$ cat src/rtl/pipe_chain.sv
`default_nettype none
// ============================================================================
//  Module      : pipe_chain
//  Description : Linear chain of STAGES payload registers with per-stage
//                stall and flush control, output backpressure, occupancy
//                reporting and saturating bubble / drop counters.
//  Revision    : 1.0 - initial release
// ============================================================================
module pipe_chain #(
  parameter int WIDTH  = 32,
  parameter int STAGES = 4
) (
  input  logic                            CLOCK,
  input  logic                            RESET_N,
  input  logic [WIDTH-1:0]                IN_DATA,
  input  logic                            IN_VALID,
  output logic                            IN_READY,
  input  logic [STAGES-1:0]               STALL_VEC,
  input  logic [STAGES-1:0]               FLUSH_VEC,
  output logic [WIDTH-1:0]                OUT_DATA,
  output logic                            OUT_VALID,
  input  logic                            OUT_READY,
  output logic [$clog2(STAGES+1)-1:0]     OCCUPANCY,
  output logic [15:0]                     BUBBLE_CNT,
  output logic [15:0]                     DROP_CNT
);

  localparam int          c_occ_w   = $clog2(STAGES + 1);
  localparam logic [15:0] c_cnt_max = 16'hFFFF;

  // Stage storage: index 0 is the youngest entry, STAGES-1 the oldest.
  logic [WIDTH-1:0]   data_q  [STAGES];
  logic [WIDTH-1:0]   data_d  [STAGES];
  logic [STAGES-1:0]  valid_q;
  logic [STAGES-1:0]  valid_d;
  logic [15:0]        bubble_q;
  logic [15:0]        bubble_d;
  logic [15:0]        drop_q;
  logic [15:0]        drop_d;

  // Control decode
  logic               w_bp;
  logic [STAGES-1:0]  w_frozen;
  logic [STAGES-1:0]  w_flush_mask;
  logic               w_frz_acc;
  logic               w_fl_acc;
  logic               w_in_ready;

  // Statistics
  logic               w_bubble_ev;
  logic [c_occ_w-1:0] w_drop_n;
  logic [c_occ_w-1:0] w_occ;
  logic [16:0]        w_drop_sum;

  // Freeze and flush ranges: both extend from the highest set bit down to
  // stage 0, so they are built with a running OR from the oldest stage.
  always_comb begin
    w_bp         = valid_q[STAGES-1] & ~OUT_READY;
    w_frz_acc    = w_bp;
    w_fl_acc     = 1'b0;
    w_frozen     = '0;
    w_flush_mask = '0;
    for (int i = STAGES - 1; i >= 0; i--) begin
      w_frz_acc       = w_frz_acc | STALL_VEC[i];
      w_fl_acc        = w_fl_acc  | FLUSH_VEC[i];
      w_frozen[i]     = w_frz_acc;
      w_flush_mask[i] = w_fl_acc;
    end
  end

  // Stage 0 accepts only when it is free to move and no flush is active,
  // so an input offered during a flush can never complete a handshake.
  always_comb begin
    w_in_ready = ~w_frozen[0] & ~(|FLUSH_VEC);
  end

  // Next-state for every stage: flush beats freeze, freeze beats load; a
  // stage that moves while its upstream neighbour is frozen takes a bubble.
  always_comb begin
    data_d  = data_q;
    valid_d = valid_q;
    if (w_flush_mask[0]) begin
      valid_d[0] = 1'b0;
    end else if (!w_frozen[0]) begin
      data_d[0]  = IN_DATA;
      valid_d[0] = IN_VALID & w_in_ready;
    end
    for (int i = 1; i < STAGES; i++) begin
      if (w_flush_mask[i]) begin
        valid_d[i] = 1'b0;
      end else if (!w_frozen[i]) begin
        if (w_frozen[i-1]) begin
          valid_d[i] = 1'b0;
        end else begin
          data_d[i]  = data_q[i-1];
          valid_d[i] = valid_q[i-1];
        end
      end
    end
  end

  // Bubble detection and per-cycle drop / occupancy population counts.
  always_comb begin
    w_bubble_ev = 1'b0;
    w_drop_n    = '0;
    w_occ       = '0;
    for (int i = 1; i < STAGES; i++) begin
      if (!w_flush_mask[i] && !w_frozen[i] && w_frozen[i-1]) begin
        w_bubble_ev = 1'b1;
      end
    end
    for (int i = 0; i < STAGES; i++) begin
      w_drop_n = w_drop_n + c_occ_w'(valid_q[i] & w_flush_mask[i]);
      w_occ    = w_occ    + c_occ_w'(valid_q[i]);
    end
  end

  // Saturating counter updates.
  always_comb begin
    if (bubble_q == c_cnt_max) begin
      bubble_d = bubble_q;
    end else begin
      bubble_d = bubble_q + 16'(w_bubble_ev);
    end
    w_drop_sum = {1'b0, drop_q} + 17'(w_drop_n);
    drop_d     = w_drop_sum[16] ? c_cnt_max : w_drop_sum[15:0];
  end

  // State registers with synchronous active-low reset that wins over all
  // other inputs.
  always_ff @(posedge CLOCK) begin
    if (!RESET_N) begin
      valid_q  <= '0;
      bubble_q <= '0;
      drop_q   <= '0;
      for (int i = 0; i < STAGES; i++) begin
        data_q[i] <= '0;
      end
    end else begin
      valid_q  <= valid_d;
      bubble_q <= bubble_d;
      drop_q   <= drop_d;
      data_q   <= data_d;
    end
  end

  assign IN_READY   = w_in_ready;
  assign OUT_DATA   = data_q[STAGES-1];
  assign OUT_VALID  = valid_q[STAGES-1];
  assign OCCUPANCY  = w_occ;
  assign BUBBLE_CNT = bubble_q;
  assign DROP_CNT   = drop_q;

endmodule
`default_nettype wire

$ cat config.mk
export PLATFORM = sky130hd
export DESIGN_NAME = pipe_chain
export DESIGN_NICKNAME = d
export VERILOG_FILES = /design/src/rtl/pipe_chain.sv
export SDC_FILE = /design/constraint.sdc
export NUM_CORES = 1
export LEC_CHECK = 0
export BUFFER_PORTS_ARGS = -buffer_cell sky130_fd_sc_hd__buf_2
export CELL_PAD_IN_SITES_DETAIL_PLACEMENT = 1
export CELL_PAD_IN_SITES_GLOBAL_PLACEMENT = 1
export CORE_ASPECT_RATIO = 0.75
export CORE_MARGIN = 2
export CORE_UTILIZATION = 35
export DETAILED_ROUTE_END_ITERATION = 12
export PLACE_DENSITY_LB_ADDON = 0.1
export SYNTH_ARGS = -nofsm -noshare
export SYNTH_HDL_FRONTEND = slang
export SYNTH_SLANG_ARGS = --single-unit
export TNS_END_PERCENT = 5
$ cat constraint.sdc
create_clock -name CLOCK -period 4.8 [get_ports CLOCK]
set_clock_uncertainty 0.2 [all_clocks]
set_input_delay 0.72 -clock CLOCK [delete_from_list [all_inputs] [get_ports CLOCK]]
set_output_delay 0.72 -clock CLOCK [all_outputs]
set_load 0.05 [all_outputs]
==> results of run 1 <==
[worst reg2reg max path, stage by stage, from the launching register on]
cell and delay (ns):
sky130_fd_sc_hd__dfxtp_1 0.39, sky130_fd_sc_hd__nand2_1 0.10, sky130_fd_sc_hd__fa_1 0.49, sky130_fd_sc_hd__fa_1 0.47, sky130_fd_sc_hd__inv_1 0.10, sky130_fd_sc_hd__fa_1 0.21, sky130_fd_sc_hd__nand3_1 0.22, sky130_fd_sc_hd__nor4_2 0.58
sky130_fd_sc_hd__nand2_1 0.43, sky130_fd_sc_hd__a21oi_1 0.25
[how the worst min path moves through the flow]
stage	startpoint	end	slack, ns	cells past startpoint
after floorplan	data_q[100]	data_q[100]	0.23	2
after CTS	data_q[116]	data_q[116]	0.25	2
after detailed placement	data_q[116]	data_q[116]	0.24	2
after global placement	data_q[115]	data_q[115]	0.24	2
final	data_q[43]	OUT_DATA[11]	0.25	2
after global routing	data_q[59]	data_q[59]	0.27	2
[metrics by stage]
stage               total power, mW  hold slack (ns)  std cells  setup WS, ns
global placement               1.47            0.240       1106         0.588
floorplan                      1.44            0.229        829         0.936
global route                   2.81            0.268       1138         0.613
detailed placement             1.47            0.245       1106         0.424
CTS                            2.75            0.255       1138         0.883
finish                         2.71            0.251       1138         0.834
[cell type report]
class,count,share of cell area
Clock buffer,21,0.0613
Clock inverter,11,0.0101
Inverter,15,0.00734
Multi-Input combinational cell,561,0.373
Sequential cell,164,0.428
Tap cell,247,0.0403
Timing Repair Buffer,119,0.0802
[flip-flops by register name (all words and copies together) (netlist names)]
name        cells
DROP_CNT       16
BUBBLE_CNT     16
OUT_DATA       32
data_q         96
valid_q         4
[layer usage]
| layer | global-route usage | up-vias | part of all wire |
|---|---|---|---|
| li1 | - | 2878 | - |
| met1 | 0.289 | 2594 | 0.57 |
| met2 | 0.230 | 114 | 0.37 |
| met3 | 0.0383 | 19 | 0.045 |
| met4 | 0.0680 | 0 | 0.015 |
| met5 | 0 | - | 0 |
[synth_stat cells, drive strengths merged (2+ instances only)]
cell,instances
o21ai,79
xor2,5
inv,15
clkbuf,47
nor2b,3
a31oi,6
or3,9
xnor2,4
and4,6
nand3,71
dfxtp,164
and2,3
nor2,12
o211ai,2
nand2,212
fa,4
or4,6
nor4,4
o31ai,4
o21a,2
ha,6
or2,2
a21oi,88
nand2b,2
buf,42
and3,5
nor3,11
nand4,7
[cell families after synthesis]
| family | after synthesis | share of synthesized area |
|---|---|---|
| buffers and inverters | 104 | 0.0839 |
| xor gates and xnor gates | 9 | 0.0118 |
| and+or+nand+nor | 355 | 0.244 |
| DFF | 164 | 0.490 |
| adders and majority gates | 10 | 0.0232 |
| muxes | 1 | 0.00149 |
| AOI/OAI and AO/OA | 186 | 0.146 |
[where the power goes]
part / internal, mW / leakage, nW / switching, mW
Clock: 0.701 / 0.254 / 0.570
Sequential: 1.36 / 1.32 / 0.00152
Combinational: 0.0207 / 1.25 / 0.0586
Total: 2.08 / 2.83 / 0.630
[placed cells by master (no fill, tap or decap), types with 2 or more instances in the layout]
cell type | synthesis | final
sky130_fd_sc_hd__clkbuf_8 | 0 | 3
sky130_fd_sc_hd__o31ai_1 | 4 | 4
sky130_fd_sc_hd__inv_1 | 15 | 14
sky130_fd_sc_hd__a31oi_1 | 6 | 6
sky130_fd_sc_hd__ha_1 | 6 | 6
sky130_fd_sc_hd__o211ai_1 | 2 | 2
sky130_fd_sc_hd__xnor2_1 | 4 | 4
sky130_fd_sc_hd__nor2_1 | 12 | 12
sky130_fd_sc_hd__clkinvlp_4 | 0 | 6
sky130_fd_sc_hd__and3_1 | 5 | 5
sky130_fd_sc_hd__clkbuf_16 | 0 | 17
sky130_fd_sc_hd__and4_1 | 6 | 6
sky130_fd_sc_hd__o21ai_0 | 47 | 47
sky130_fd_sc_hd__or4_1 | 5 | 5
sky130_fd_sc_hd__nand2_1 | 212 | 212
sky130_fd_sc_hd__nor4_4 | 2 | 2
sky130_fd_sc_hd__and2_1 | 3 | 3
sky130_fd_sc_hd__nand3_1 | 71 | 71
sky130_fd_sc_hd__buf_4 | 34 | 8
sky130_fd_sc_hd__or3_1 | 8 | 8
sky130_fd_sc_hd__nor2b_1 | 3 | 3
sky130_fd_sc_hd__clkinv_2 | 0 | 3
sky130_fd_sc_hd__nand2b_1 | 2 | 2
sky130_fd_sc_hd__fa_1 | 4 | 4
sky130_fd_sc_hd__buf_2 | 3 | 111
sky130_fd_sc_hd__a21oi_1 | 88 | 88
sky130_fd_sc_hd__o21ai_1 | 32 | 32
sky130_fd_sc_hd__dfxtp_1 | 164 | 164
sky130_fd_sc_hd__nor3_1 | 11 | 10
sky130_fd_sc_hd__o21a_1 | 2 | 2
sky130_fd_sc_hd__nand4_1 | 7 | 7
sky130_fd_sc_hd__xor2_1 | 5 | 5
==> report_table.html, run 1 <==
<table>
<tr><th>Metric</th><th>Value</th></tr>
<tr><th colspan="2">Power</th></tr>
<tr><td>Worst supply voltage drop on vdd</td><td>0.000207 V</td></tr>
<tr><td>Leak Pwr</td><td>2.83 nW</td></tr>
<tr><td>Pwr Density</td><td>354 nW/µm²</td></tr>
<tr><th colspan="2">Die</th></tr>
<tr><td>Die H</td><td>124 µm</td></tr>
<tr><td>Die area</td><td>20300 µm²</td></tr>
<tr><td>Standard-cell rows</td><td>43</td></tr>
<tr><td>Effective utilization at floorplan</td><td>0.360</td></tr>
<tr><td>IO Count</td><td>113</td></tr>
<tr><td>Chip width</td><td>164 µm</td></tr>
<tr><td>Placeable Area</td><td>18600 µm²</td></tr>
<tr><th colspan="2">Routing</th></tr>
<tr><td>Detailed router's first-iteration violation count</td><td>418</td></tr>
<tr><td>Via count of the routed design</td><td>5605</td></tr>
<tr><td>Via count normalized by instance count</td><td>4.93</td></tr>
<tr><td>WL final</td><td>17700 µm</td></tr>
<tr><td>Remaining antenna violation count after routing</td><td>0</td></tr>
<tr><td>DRC Markers</td><td>0</td></tr>
<tr><td>Length of the first detailed-routing pass in iterations</td><td>5</td></tr>
<tr><td>Wire length per cell</td><td>15.6 µm</td></tr>
<tr><th colspan="2">CTS</th></tr>
<tr><td>TritonCTS Buffers</td><td>17</td></tr>
<tr><td>H-tree lvl count</td><td>4</td></tr>
<tr><td>Post-cts resize count</td><td>0</td></tr>
<tr><td>Buffers inserted during post-CTS setup optimization</td><td>0</td></tr>
<tr><td>Clock tree root buffer cell</td><td>sky130_fd_sc_hd__clkbuf_16</td></tr>
<tr><td>Maximum buffer depth of the clock tree</td><td>2</td></tr>
<tr><td>Cts hold-fix bufs</td><td>0</td></tr>
<tr><td>Num Clock Sinks</td><td>164</td></tr>
<tr><td>Clock Pin Slew Worst Setup and Hold Paths</td><td>0.06 ns</td></tr>
<tr><td>Clock tree from TritonCTS</td><td>done</td></tr>
<tr><td>Latest clock arrival within the worst-skew pair</td><td>0.44 ns</td></tr>
<tr><th colspan="2">Setup path</th></tr>
<tr><td>Dominant delay contributor by cell family on the critical path</td><td>simple AND/OR/NAND/NOR gates</td></tr>
<tr><td>Endpoint class of the critical path</td><td>flip-flop</td></tr>
<tr><td>R2R Path Start</td><td>valid_q[3]</td></tr>
<tr><td>Startpoint-to-endpoint class of the critical path</td><td>in -&gt; reg</td></tr>
<tr><td>Critical Path Stages</td><td>11</td></tr>
<tr><td>Element type at the critical path start</td><td>primary input</td></tr>
<tr><td>Maximum fanout along the worst path</td><td>12</td></tr>
<tr><td>Crit path buffers/inverters</td><td>2</td></tr>
<tr><td>Internal reg-to-reg setup slack</td><td>1.27 ns</td></tr>
<tr><td>End of the critical path</td><td>DROP_CNT[2]</td></tr>
<tr><td>Worst r2r path cells</td><td>9</td></tr>
<tr><td>Req. time, crit path</td><td>4.94 ns</td></tr>
<tr><td>CP dominant cell by count</td><td>sky130_fd_sc_hd__fa_1</td></tr>
<tr><td>Beginning of the critical path</td><td>FLUSH_VEC[3]</td></tr>
<tr><td>Capturing point of the worst reg2reg path</td><td>DROP_CNT[2]</td></tr>
<tr><td>Crit path DAT</td><td>4.10 ns</td></tr>
<tr><td>Slowest CP cell</td><td>sky130_fd_sc_hd__nor4_2</td></tr>
<tr><td>Critical path's largest stage delay</td><td>0.58 ns</td></tr>
<tr><td>Cells along the critical path</td><td>buf_2, or3_4, nand2_1, fa_1, fa_1, inv_1, fa_1, nand3_1, nor4_2, nand2_1, a21oi_1</td></tr>
<tr><th colspan="2">Cells and area</th></tr>
<tr><td>Post-Layout Inst Area</td><td>7670 µm²</td></tr>
<tr><td>Total area of multi-input combinational cells</td><td>2860 µm²</td></tr>
<tr><td>Layout overhead on the synthesized area</td><td>14.5%</td></tr>
<tr><td>Number of antenna repair diodes</td><td>0</td></tr>
<tr><td>End-of-flow core utilization</td><td>0.412</td></tr>
<tr><td>Proportion of layout cells with a drive suffix above 1</td><td>0.177</td></tr>
<tr><td>Fillers</td><td>2287</td></tr>
<tr><td>Storage cell area</td><td>3280 µm²</td></tr>
<tr><td>NumNets Final</td><td>932</td></tr>
<tr><th colspan="2">Synthesis</th></tr>
<tr><td>Proportion of register bits with asynchronous set or reset after synthesis</td><td>0</td></tr>
<tr><td>Flip-flop cell with the highest count after synthesis</td><td>sky130_fd_sc_hd__dfxtp_1</td></tr>
<tr><td>Number of warning messages in the yosys log</td><td>0</td></tr>
<tr><td>Nets in the synthesized netlist</td><td>883</td></tr>
<tr><td>Gate count after technology mapping</td><td>829</td></tr>
<tr><td>Top cells by area in the synthesized netlist</td><td>sky130_fd_sc_hd__dfxtp_1 49%, sky130_fd_sc_hd__nand2_1 12%, sky130_fd_sc_hd__a21oi_1 6.6%</td></tr>
<tr><td>Post-synth EDFFs</td><td>0</td></tr>
<tr><td>Library cell with the largest summed area after synthesis</td><td>sky130_fd_sc_hd__dfxtp_1</td></tr>
<tr><td>Post-synthesis instance area</td><td>6700 µm²</td></tr>
<tr><td>Proportion of synthesized chip area in sequential cells</td><td>0.490</td></tr>
<tr><td>Flip-flop and latch count after synthesis</td><td>164</td></tr>
<tr><td>Number of unique standard cell types used by synthesis</td><td>45</td></tr>
<tr><td>Avg Inst Size Synth</td><td>8.08 µm²</td></tr>
<tr><td>Area share of the largest cell type after synthesis</td><td>0.490</td></tr>
<tr><th colspan="2">GRT</th></tr>
<tr><td>Via count of the first global-routing pass</td><td>5409</td></tr>
<tr><td>Global route overflow</td><td>0</td></tr>
<tr><td>Global-route wire length before repair</td><td>28800 µm</td></tr>
<tr><td>Antenna violations before repair</td><td>0</td></tr>
<tr><td>Maximum number of pins on one net before global-route repair</td><td>98</td></tr>
<tr><td>Global-route usage over all layers</td><td>0.181</td></tr>
<tr><th colspan="2">Placed design</th></tr>
<tr><td>Number of buffer cells added on primary ports</td><td>112</td></tr>
<tr><td>Placed wire-length estimate</td><td>12100 µm</td></tr>
<tr><td>Final estimated routing congestion in global placement</td><td>0.778</td></tr>
<tr><td>Area after DPL</td><td>7120 µm²</td></tr>
<tr><th colspan="2">STA</th></tr>
<tr><td>Worst slew pin tran</td><td>1.20 ns</td></tr>
<tr><td>RSZ-0062 raised after global routing</td><td>false</td></tr>
<tr><td>Aggregate negative setup slack</td><td>0 ns</td></tr>
<tr><td>Clock period minus final worst setup slack</td><td>3.97 ns</td></tr>
<tr><td>Final Max Slew Viols</td><td>0</td></tr>
<tr><td>Maximum achievable frequency</td><td>252 MHz</td></tr>
<tr><td>Final hold vios</td><td>0</td></tr>
<tr><td>Post-route clock period utilization</td><td>0.826</td></tr>
<tr><td>Total of endpoints with negative setup slack in the final report</td><td>0</td></tr>
<tr><td>Max-Slew Margin vs Limit</td><td>0.200</td></tr>
<tr><th colspan="2">Min path</th></tr>
<tr><td>Path class of the lowest-slack min-delay path</td><td>reg -&gt; reg</td></tr>
<tr><th colspan="2">Run</th></tr>
<tr><td>Max-capacitance violation count</td><td>0</td></tr>
<tr><th colspan="2">Run status</th></tr>
<tr><td>Status</td><td>complete, no violations</td></tr>
</table>
Note: power is estimated with default switching activity, not from simulation.
==> run 2, diff against run 1 <==
clock period = 3.2 ns   (was 4.8 ns; I/O delays follow)
==> report_table.html, run 2 (synthesis gave the netlist of run 1 again) <==
<table>
<tr><th>Metric</th><th>Value</th></tr>
<tr><th colspan="2">Run status</th></tr>
<tr><td>Status</td><td>complete, no violations</td></tr>
<tr><th colspan="2">STA</th></tr>
<tr><td>Final Max Slew Viols</td><td>0 (unchanged)</td></tr>
<tr><td>Clock period minus final worst setup slack</td><td>2.88 ns</td></tr>
<tr><td>Worst slew pin tran</td><td>0.595 ns (-0.605 ns)</td></tr>
<tr><td>Final worst-path setup slack</td><td>0.316 ns (-0.517 ns)</td></tr>
<tr><td>Post-route clock period utilization</td><td>0.901</td></tr>
<tr><td>Total of endpoints with negative setup slack in the final report</td><td>0 (unchanged)</td></tr>
<tr><td>Final hold vios</td><td>0 (unchanged)</td></tr>
<tr><td>Max-Slew Margin vs Limit</td><td>0.599 (+0.399)</td></tr>
<tr><td>Maximum achievable frequency</td><td>347 MHz</td></tr>
<tr><td>Aggregate negative setup slack</td><td>0 ns (unchanged)</td></tr>
<tr><td>RSZ-0062 raised after global routing</td><td>false</td></tr>
<tr><th colspan="2">Setup path</th></tr>
<tr><td>End of the critical path</td><td>DROP_CNT[14]</td></tr>
<tr><td>R2R Path Start</td><td>valid_q[1]</td></tr>
<tr><td>Maximum fanout along the worst path</td><td>5 (-7)</td></tr>
<tr><td>Endpoint class of the critical path</td><td>flip-flop</td></tr>
<tr><td>Beginning of the critical path</td><td>FLUSH_VEC[1]</td></tr>
<tr><td>Worst r2r path cells</td><td>9 (unchanged)</td></tr>
<tr><td>Element type at the critical path start</td><td>primary input</td></tr>
<tr><td>Startpoint-to-endpoint class of the critical path</td><td>in -&gt; reg</td></tr>
<tr><td>Req. time, crit path</td><td>3.34 ns (-1.60 ns)</td></tr>
<tr><td>Capturing point of the worst reg2reg path</td><td>DROP_CNT[15]</td></tr>
<tr><td>Crit path DAT</td><td>3.02 ns (-1.08 ns)</td></tr>
<tr><td>Internal reg-to-reg setup slack</td><td>0.33 ns (-0.94 ns)</td></tr>
<tr><th colspan="2">Die</th></tr>
<tr><td>IO Count</td><td>113 (unchanged)</td></tr>
<tr><td>Chip width</td><td>164 µm (unchanged)</td></tr>
<tr><td>Standard-cell rows</td><td>43 (unchanged)</td></tr>
<tr><td>Die H</td><td>124 µm (unchanged)</td></tr>
<tr><td>Die area</td><td>20300 µm² (unchanged)</td></tr>
<tr><td>Effective utilization at floorplan</td><td>0.360 (unchanged)</td></tr>
<tr><td>Placeable Area</td><td>18600 µm² (unchanged)</td></tr>
<tr><th colspan="2">Cells and area</th></tr>
<tr><td>Post-Layout Inst Area</td><td>7850 µm² (+2.3%)</td></tr>
<tr><td>Number of antenna repair diodes</td><td>0 (unchanged)</td></tr>
<tr><td>Fillers</td><td>2255 (-1.4%)</td></tr>
<tr><td>Commonest non-fill, non-tap cells in the layout</td><td>211 x sky130_fd_sc_hd__nand2_1, 164 x sky130_fd_sc_hd__dfxtp_1, 111 x sky130_fd_sc_hd__buf_2</td></tr>
<tr><td>Count of placed standard cells in the final layout, fillers left out</td><td>1150 (+1.1%)</td></tr>
<tr><td>Flip-flop count of the largest register after layout</td><td>96 (unchanged)</td></tr>
<tr><td>NumNets Final</td><td>945 (+1.4%)</td></tr>
<tr><td>Total area of multi-input combinational cells</td><td>2890 µm² (+1.0%)</td></tr>
<tr><td>Proportion of layout cells with a drive suffix above 1</td><td>0.192 (+0.0143)</td></tr>
<tr><td>Layout overhead on the synthesized area</td><td>17.2%</td></tr>
<tr><td>Most common library cell in the layout ignoring fill and taps</td><td>sky130_fd_sc_hd__nand2_1</td></tr>
<tr><td>Register containing the most flip-flops in the final layout</td><td>data_q</td></tr>
<tr><td>Storage cell area</td><td>3280 µm² (unchanged)</td></tr>
<tr><th colspan="2">CTS</th></tr>
<tr><td>Cts hold-fix bufs</td><td>0 (unchanged)</td></tr>
<tr><td>Clock tree root buffer cell</td><td>sky130_fd_sc_hd__clkbuf_16</td></tr>
<tr><td>TritonCTS Buffers</td><td>17 (unchanged)</td></tr>
<tr><td>Buffers inserted during post-CTS setup optimization</td><td>0 (unchanged)</td></tr>
<tr><td>Num Clock Sinks</td><td>164 (unchanged)</td></tr>
<tr><td>Maximum buffer depth of the clock tree</td><td>2 (unchanged)</td></tr>
<tr><td>Clock Pin Slew Worst Setup and Hold Paths</td><td>0.07 ns (about the same)</td></tr>
<tr><td>Clock tree from TritonCTS</td><td>done</td></tr>
<tr><td>H-tree lvl count</td><td>4 (unchanged)</td></tr>
<tr><td>Post-cts resize count</td><td>0 (unchanged)</td></tr>
<tr><td>Latest clock arrival within the worst-skew pair</td><td>0.42 ns (-0.02 ns)</td></tr>
<tr><th colspan="2">Routing</th></tr>
<tr><td>Length of the first detailed-routing pass in iterations</td><td>5 (unchanged)</td></tr>
<tr><td>DRC Markers</td><td>0 (unchanged)</td></tr>
<tr><td>Via count normalized by instance count</td><td>4.91 (-0.28%)</td></tr>
<tr><td>WL final</td><td>17600 µm (-0.98%)</td></tr>
<tr><td>Detailed router's first-iteration violation count</td><td>395 (-5.5%)</td></tr>
<tr><td>Wire length per cell</td><td>15.3 µm (-2.0%)</td></tr>
<tr><td>Remaining antenna violation count after routing</td><td>0 (unchanged)</td></tr>
<tr><td>Via count of the routed design</td><td>5648 (+0.77%)</td></tr>
<tr><th colspan="2">Power</th></tr>
<tr><td>Pwr Density</td><td>536 nW/µm² (+52%)</td></tr>
<tr><td>Worst supply voltage drop on vdd</td><td>0.000273 V (+32%)</td></tr>
<tr><td>Leak Pwr</td><td>2.94 nW (+3.9%)</td></tr>
<tr><th colspan="2">Placed design</th></tr>
<tr><td>Area after DPL</td><td>7260 µm² (+1.9%)</td></tr>
<tr><td>Final estimated routing congestion in global placement</td><td>0.805 (+3.6%)</td></tr>
<tr><td>Placed wire-length estimate</td><td>12500 µm (+2.9%)</td></tr>
<tr><td>Number of buffer cells added on primary ports</td><td>112 (unchanged)</td></tr>
<tr><td>Post-placement cell count</td><td>1119 (+1.2%)</td></tr>
<tr><td>Worst setup timing slack at the placement stage</td><td>-0.128 ns (-0.552 ns)</td></tr>
<tr><th colspan="2">GRT</th></tr>
<tr><td>Maximum number of pins on one net before global-route repair</td><td>136 (+39%)</td></tr>
<tr><td>Via count of the first global-routing pass</td><td>5530 (+2.2%)</td></tr>
<tr><td>Global-route usage over all layers</td><td>0.183 (+0.00230)</td></tr>
<tr><td>Global-route wire length before repair</td><td>29400 µm (+1.9%)</td></tr>
<tr><td>Antenna violations before repair</td><td>0 (unchanged)</td></tr>
<tr><td>Global route overflow</td><td>0 (unchanged)</td></tr>
<tr><th colspan="2">Min path</th></tr>
<tr><td>Cell depth of the worst min-delay path</td><td>3 (+1)</td></tr>
<tr><td>Path class of the lowest-slack min-delay path</td><td>in -&gt; reg</td></tr>
<tr><th colspan="2">Run</th></tr>
<tr><td>Max-capacitance violation count</td><td>0 (unchanged)</td></tr>
</table>
[run 2: cell types whose count changed in the layout (fill, tap and decap cells not counted), sizes merged]
cell      delta
inv          -1
bufinv       +2
clkinvlp     -4
buf         +13
clkinv       -1
clkbuf       +3
[run 2: worst min-delay path by stage]
stage	startpoint	endpoint	slack (ns)
2_1_floorplan	data_q[100]	data_q[100]	0.23
3_3_place_gp	data_q[118]	data_q[118]	0.24
3_5_place_dp	data_q[101]	data_q[101]	0.24
4_1_cts	IN_DATA[0]	data_q[96]	0.07
5_1_grt	IN_DATA[31]	data_q[127]	0.1
6_report	IN_DATA[0]	data_q[96]	0.09
[run 2: power by group]
part | switching [mW] | internal [mW]
registers | 0.00244 | 2.04
clock network | 0.807 | 1.23
logic | 0.0891 | 0.0379
total | 0.898 | 3.31
[run 2: per-stage QoR]
stage | hold slack, ns | util | total power, mW
floorplan | 0.229 | - | 2.16
global placement | 0.238 | 0.390 | 2.21
detailed placement | 0.243 | 0.390 | 2.22
CTS | 0.0707 | 0.422 | 4.25
global route | 0.0997 | 0.422 | 4.36
finish | 0.0854 | 0.422 | 4.21
[run 2: layer usage]
metal	vias to the layer above	part of all wire	GRT usage
li1	2899	-	-
met1	2628	0.56	0.292
met2	107	0.38	0.241
met3	14	0.040	0.0366
met4	0	0.011	0.0570
met5	-	0	0
[run 2: area by class of cell]
cell class,count,area share
sequential,164,0.418
clock inverter,7,0.0124
clock buffer,24,0.0626
multi-input combinational,561,0.368
inverter,15,0.00717
timing repair buffer,132,0.0924
tap,247,0.0394
[run 2: critical path: stages]
cell and delay, ns:
sky130_fd_sc_hd__buf_2 0.11, sky130_fd_sc_hd__or3_4 0.38, sky130_fd_sc_hd__nand2_2 0.09, sky130_fd_sc_hd__fa_1 0.43, sky130_fd_sc_hd__fa_2 0.38, sky130_fd_sc_hd__inv_2 0.08
sky130_fd_sc_hd__fa_2 0.24, sky130_fd_sc_hd__nand3_4 0.13, sky130_fd_sc_hd__nor4_4 0.20, sky130_fd_sc_hd__buf_4 0.18, sky130_fd_sc_hd__a21oi_1 0.06, sky130_fd_sc_hd__a311oi_1 0.25
